File: src/rtl/digit_scan_ctrl.sv
// Scan controller feeding the 2-to-4 digit decoder: walks the digit index over
// fixed-length slots, skips masked digits and blanks enable at each slot start.
module digit_scan_ctrl #(
  parameter int TICK_DIV     = 50000,
  parameter int BLANK_CYCLES = 16
) (
  input  logic       clk,
  input  logic       rst,
  input  logic       run,
  input  logic [3:0] digit_mask,
  output logic       enable,
  output logic       a,
  output logic       b,
  output logic       slot_start
);

  localparam int CNT_W = $clog2(TICK_DIV);
  localparam logic [CNT_W-1:0] CNT_LAST   = CNT_W'(TICK_DIV - 1);
  localparam logic [CNT_W-1:0] BLANK_LAST = CNT_W'(BLANK_CYCLES - 1);

  typedef enum logic [1:0] {
    S_IDLE  = 2'd0,
    S_BLANK = 2'd1,
    S_ON    = 2'd2
  } state_t;

  state_t           state_q, state_d;
  logic [CNT_W-1:0] cnt_q, cnt_d;
  logic [1:0]       idx_q, idx_d;
  logic             enable_q, enable_d;
  logic             slot_start_q, slot_start_d;

  // First lit digit after cur in scan order; cur itself is tried last, and an
  // all-dark mask still steps forward by one.
  function automatic logic [1:0] next_idx(input logic [1:0] cur, input logic [3:0] mask);
    logic [1:0] res;
    logic [1:0] cand;
    logic       found;
    res   = cur + 2'd1;
    found = 1'b0;
    for (int k = 1; k <= 4; k++) begin
      cand = cur + 2'(k);
      if (!found && mask[cand]) begin
        res   = cand;
        found = 1'b1;
      end
    end
    return res;
  endfunction

  always_ff @(posedge clk or posedge rst) begin
    if (rst) begin
      state_q      <= S_IDLE;
      cnt_q        <= '0;
      idx_q        <= 2'd0;
      enable_q     <= 1'b0;
      slot_start_q <= 1'b0;
    end else begin
      state_q      <= state_d;
      cnt_q        <= cnt_d;
      idx_q        <= idx_d;
      enable_q     <= enable_d;
      slot_start_q <= slot_start_d;
    end
  end

  always_comb begin
    state_d      = state_q;
    cnt_d        = cnt_q;
    idx_d        = idx_q;
    enable_d     = 1'b0;
    slot_start_d = 1'b0;
    if (!run) begin
      // Dropping run beats a pending wrap, so the index is held.
      state_d = S_IDLE;
      cnt_d   = '0;
    end else begin
      case (state_q)
        S_IDLE: begin
          state_d      = S_BLANK;
          cnt_d        = '0;
          slot_start_d = 1'b1;
        end
        default: begin
          if (cnt_q == CNT_LAST) begin
            state_d      = S_BLANK;
            cnt_d        = '0;
            slot_start_d = 1'b1;
            idx_d        = next_idx(idx_q, digit_mask);
          end else begin
            cnt_d = cnt_q + CNT_W'(1);
            if (state_q == S_ON || cnt_q == BLANK_LAST) begin
              state_d  = S_ON;
              enable_d = digit_mask[idx_q];
            end
          end
        end
      endcase
    end
  end

  assign enable     = enable_q;
  assign a          = idx_q[0];
  assign b          = idx_q[1];
  assign slot_start = slot_start_q;

endmodule
File: config.mk
export PLATFORM = sky130hd
export DESIGN_NAME = digit_scan_ctrl
export DESIGN_NICKNAME = d
export VERILOG_FILES = /design/src/rtl/digit_scan_ctrl.sv
export SDC_FILE = /design/constraint.sdc
export NUM_CORES = 1
export LEC_CHECK = 0
export ABC_AREA = 1
export CAP_MARGIN = 25
export CORE_AREA = 2 2 69 71
export DETAILED_ROUTE_END_ITERATION = 10
export DIE_AREA = 0 0 71 73
export PLACE_DENSITY = 0.52
export SYNTH_ARGS = -nofsm -noshare
export SYNTH_HDL_FRONTEND = slang
export SYNTH_SLANG_ARGS = --single-unit
export TNS_END_PERCENT = 1
File: constraint.sdc
create_clock -name clk -period 1.9 [get_ports clk]
set_input_delay 0.285 -clock clk [delete_from_list [all_inputs] [get_ports clk]]
set_output_delay 0.285 -clock clk [all_outputs]
set_load 0.01 [all_outputs]
==> results.yml <==
worst_setup_path:
  worstPathMaxFanout: 7
  crit_path_top_delay_cell: "clkdlybuf4s50_1"
  crit_arrival_ps: 1320
  cp_top_family: "buffers and inverters"
  crit_buf_inv: 1
  cp_data_required_time_ps: 1620
  path_class: "flip-flop to output port"
  worstSetupEndpointType: "output port"
  slowest_delay_ps: 580
  cp-start-kind: "flip-flop"
  crit_path_cell_trace: "clkdlybuf4s50_1"
synthesis:
  syn_area_sq_mm: 0.00148
  avgSynthCellArea_sq_um: 6.88
  synth_cell_types: 28
  synthTopCellsByArea: "dfrtp_1 (37%), nand2_1 (17%), nor2_1 (7.9%)"
  seq_area_frac_synth_pct: 37.2
  yosysWarnings: 0
  synthCells: 215
  syn_nets: 223
  ys_ff_latch: 22
  synth_top_area_share_pct: 37.2
  yosysTopAreaCell: "dfrtp_1"
cts:
  cts_buffers: 3
  post_cts_buffers: 0
  cts_resized: 0
  cts_hold_buf: 0
  cts.clk_slew.worst_paths_ps: 80
  htreeDepth: 1
  cts_max_path_buffers: 2
  cts_tree: "done"
  clk-insertion-delay-late_ps: 260
  cts_root_buffer: "clkbuf_8"
  cts_sinks: 22
timing:
  fmax_mhz: 623
  setup_tns_ps: 0
  min_period_over_period_pct: 84.5
  rsz0062_at_grt: "false"
  slew_headroom_pct: 81.0
  worst_pin_slew_ps: 284
  setup-violations-final: 0
  clock_skew_ps: 5.90
  hold_violations: 0
  finalWorstSetupSlack_ps: 295
  whs_ps: 360
  fin_crit_ps: 1600
  slew_violations: 0
drt:
  ant_nets: 0
  vias: 1298
  drtIter0Drc: 42
  post-route-drc-count: 0
  avgRoutedWirePerCell_um: 10.8
  drt_wl_total_um: 3070
  drt_first_pass_iters: 4
  via_per_inst: 4.57
finish:
  layout-drive-gt1-share_pct: 15.2
  design_area_sq_mm: 0.00171
  layoutNonFillerInstCount: 284
  postLayoutCoreUtil_pct: 37.6
  num_antenna_cells: 0
  area_delta_synth_final_pct: 15.3
  layout.nets: 240
floorplanning:
  dieArea_sq_mm: 0.00518
  die_width_um: 71
  io_pins: 11
  core_area_sq_mm: 0.00454
  num_rows: 25
  start_util_pct: 32.6
  die_y_um: 73
power:
  p_leak_nw: 0.799
  p_total_mw: 0.854
  peakVddDrop_v: 0.000259
  cellPowerDensity_mw_per_mm2: 501
global_route:
  track_usage_pct: 13.4
  grt-busiest-layer: "met2"
  grt_util_met1_pct: 17.8
  grt_pass1_vias: 1291
  grt_overflow: 0
  antenna_found_initial: 0
  met2_usage_pct: 22.2
  grt_pass1_wl_um: 5580
  grtUsageMet3_pct: 2.90
  grt_max_degree: 23
place:
  place_ws_ps: 272
  place_area_sq_mm: 0.00166
  dp.cells: 281
  io_buffer_count: 10
  place_hpwl_um: 2340
  gp_congestion: 0.784
hold_path:
  hold_class: "input pin to asynchronous set/reset pin"
job:
  drv_cap: 0
status:
  outcome: "completed"
-- report_power, final --
group | switching (mW) | leakage, nW | internal, mW
logic | 0.0545 | 0.479 | 0.0359
registers | 0.00279 | 0.298 | 0.473
clock network | 0.147 | 0.0216 | 0.141
-- final timing paths --
check	start	end	slack (ps)	cells after the start
setup / recovery	idx_q[1]$_DFFE_PP0P_	b	300	1
hold / removal	rst	cnt_q[7]$_DFF_PP0_	360	3
setup reg to reg	cnt_q[0]$_DFF_PP0_	cnt_q[12]$_DFF_PP0_	360	9
hold reg to reg	cnt_q[0]$_DFF_PP0_	cnt_q[0]$_DFF_PP0_	480	1
max in group asynchronous	rst	idx_q[1]$_DFFE_PP0P_	1310	3
min in group clk	cnt_q[0]$_DFF_PP0_	cnt_q[0]$_DFF_PP0_	480	1
-- cells in the mapped netlist --
master / count
a21o_2: 1
a21oi_1: 6
buf_2: 1
buf_4: 1
dfrtp_1: 22
ha_1: 1
inv_1: 23
inv_2: 4
inv_4: 1
nand2_1: 66
nand2_2: 9
nand2_4: 1
nand2_8: 1
nand3_1: 16
nand3_2: 2
nand3b_1: 1
nand4_1: 3
nor2_1: 31
nor2_2: 2
nor2_4: 4
nor3_1: 7
nor3_4: 1
o21a_1: 1
o21ai_0: 2
o21ai_1: 3
o21bai_1: 1
or2_2: 2
xor2_1: 2
-- sequential cells by signal, indices dropped and copies added (netlist names) --
register / flops
enable: 1
idx_q: 2
cnt_q: 16
state_q: 2
slot_start: 1
-- logic make-up after synthesis --
kind of cell             after synthesis  share of synthesized area, %
AND/OR/NAND/NOR                      146                          47.3
flip-flops                            22                          37.2
buffers and inverters                 30                          8.12
AO/OA/AOI/OAI                         14                          5.33
adder cells (fa/ha/maj)                1                         0.846
XOR/XNOR                               2                          1.18
-- per-layer routing --
| layer | wire [um] | vias up |
|---|---|---|
| met5 | 0 | - |
| met4 | 25 | 0 |
| met3 | 86 | 2 |
| met2 | 1370 | 12 |
| met1 | 1580 | 579 |
| li1 | - | 705 |
-- placed cells by master, fill, tap and decap left out, types with 2 or more instances in the layout --
cell | synthesis | layout
nand4_1 | 3 | 3
clkdlybuf4s50_1 | 0 | 10
buf_4 | 1 | 4
nor2_4 | 4 | 4
o21ai_1 | 3 | 3
or2_2 | 2 | 2
nand3_1 | 16 | 16
nand3_2 | 2 | 2
inv_1 | 23 | 23
xor2_1 | 2 | 2
a21oi_1 | 6 | 6
nand2_1 | 66 | 66
nor2_1 | 31 | 31
clkbuf_8 | 0 | 3
nand2_2 | 9 | 9
nor2_2 | 2 | 2
o21ai_0 | 2 | 2
dfrtp_1 | 22 | 22
nor3_1 | 7 | 7
inv_2 | 4 | 4
-- layout make-up --
class | instances | area (sq um)
timing repair buffer | 14 | 130
inverter | 28 | 108
fill | 477 | 2830
tap | 54 | 67.6
multi-input combinational | 163 | 808
sequential | 22 | 551
clock buffer | 3 | 41.3
(Power assumes the default switching activity.)
==> patch: new RTL, same settings <==
Put a register stage on the outputs `a` and `b`, with the module's reset. The values now appear one clock later. The other outputs are not delayed to match.
--- a/src/rtl/digit_scan_ctrl.sv
+++ b/src/rtl/digit_scan_ctrl.sv
@@ -101,6 +101,13 @@
 
   assign enable     = enable_q;
-  assign a          = idx_q[0];
-  assign b          = idx_q[1];
+  always_ff @(posedge clk or posedge rst) begin
+    if (rst) begin
+      a <= '0;
+      b <= '0;
+    end else begin
+      a <= idx_q[0];
+      b <= idx_q[1];
+    end
+  end
   assign slot_start = slot_start_q;
 
Formal check against the unedited RTL: same outputs for any inputs over 10 cycles, from zero or initial values and one cycle with rst high; that may be too few to reach the edited logic, so the function may still have changed.
==> patch against the original RTL <==
- wire length decreased by 2.3%
- power increased by 5.3%
- worst hold slack improved by 0.019 ns
- fmax increased by 5.2%
- sequential cell count increased by 2
- synthesized area increased by 3.4%
- worst setup slack improved by 0.079 ns
- design area increased by 2.5%
- critical path depth increased by 7
- largest power group unchanged
- highest routed layer unchanged
==> patch: results (changes against the original RTL) <==
Status: finished, final reports clean (unchanged)
Nets: 241 (was 240)
Setup Slack @ Placement: 0.280 ns (was 0.272 ns)
Global-route wire length before repair: 5410 µm (was 5580 µm)
Worst Tran Pin Value: 0.320 ns (was 0.284 ns)
Top cells by area, synth: dfrtp_1 (39%), nand2_1 (16%), nor2_1 (7.6%), inv_1 (5.6%), nand3_1 (5.2%) (was dfrtp_1 (37%), nand2_1 (17%), nor2_1 (7.9%), inv_1 (5.8%), nand3_1 (5.4%))
Seq/Total Area, Yosys: 39.3% (was 37.2%)
CP endpoint: cnt_q[12] (was b)
Max VDD drop: 0.000355 V (was 0.000259 V)
Largest net degree at the start of global routing: 25 (was 23)
CP peak stage delay: 0.39 ns (was 0.58 ns)
Vias in the first global route: 1167 (was 1291)
Internal power: 0.692 mW (was 0.650 mW)
Via-to-Cell Ratio: 4.43 (was 4.57)
Hold Slack: 0.380 ns (was 0.360 ns)
Clock skew: 0.00307 ns (was 0.00590 ns)
DR vias: 1263 (was 1298)
Wire length on met2: 1280 µm (was 1370 µm)
WP data arrival: 1.68 ns (was 1.32 ns)
Critical Path Source: cnt_q[0] (was idx_q[1])
M1 WL: 1590 µm (was 1580 µm)
Syn nets: 225 (was 223)
Delay-heaviest family, CP: simple AND/OR/NAND/NOR gates (was buffers and inverters)
Dpl cell area: 1710 µm² (was 1660 µm²)
Met3 routed wirelength: 97 µm (was 86 µm)
Leakage power: 0.818 nW (was 0.799 nW)
Total wire length: 3000 µm (was 3070 µm)
patch: power groups by stage:
| stage | sequential, mW | combinational [mW] | clock [mW] |
|---|---|---|---|
| detailed placement | 0.528 | 0.0924 | 0 |
| floorplan | 0.529 | 0.0567 | 0 |
| CTS | 0.518 | 0.0932 | 0.306 |
| global placement | 0.528 | 0.0931 | 0 |
| global route | 0.519 | 0.104 | 0.340 |
| finish | 0.518 | 0.0910 | 0.290 |
patch: logic make-up after synthesis:
group                      count (synthesis)  share of synthesized area (%)
and+or+nand+nor                          146                           45.7
buffers and inverters                     30                           7.86
DFF                                       24                           39.3
AOI/OAI and AO/OA                         14                           5.16
xor gates and xnor gates                   2                           1.15
adders and majority gates                  1                          0.818
patch: layout make-up:
cell class	instances	area, µm²
Timing Repair Buffer	13	123
Tap cell	54	67.6
Clock buffer	3	41.3
Inverter	28	108
Multi-Input combinational cell	163	808
Fill cell	481	2790
Sequential cell	24	601
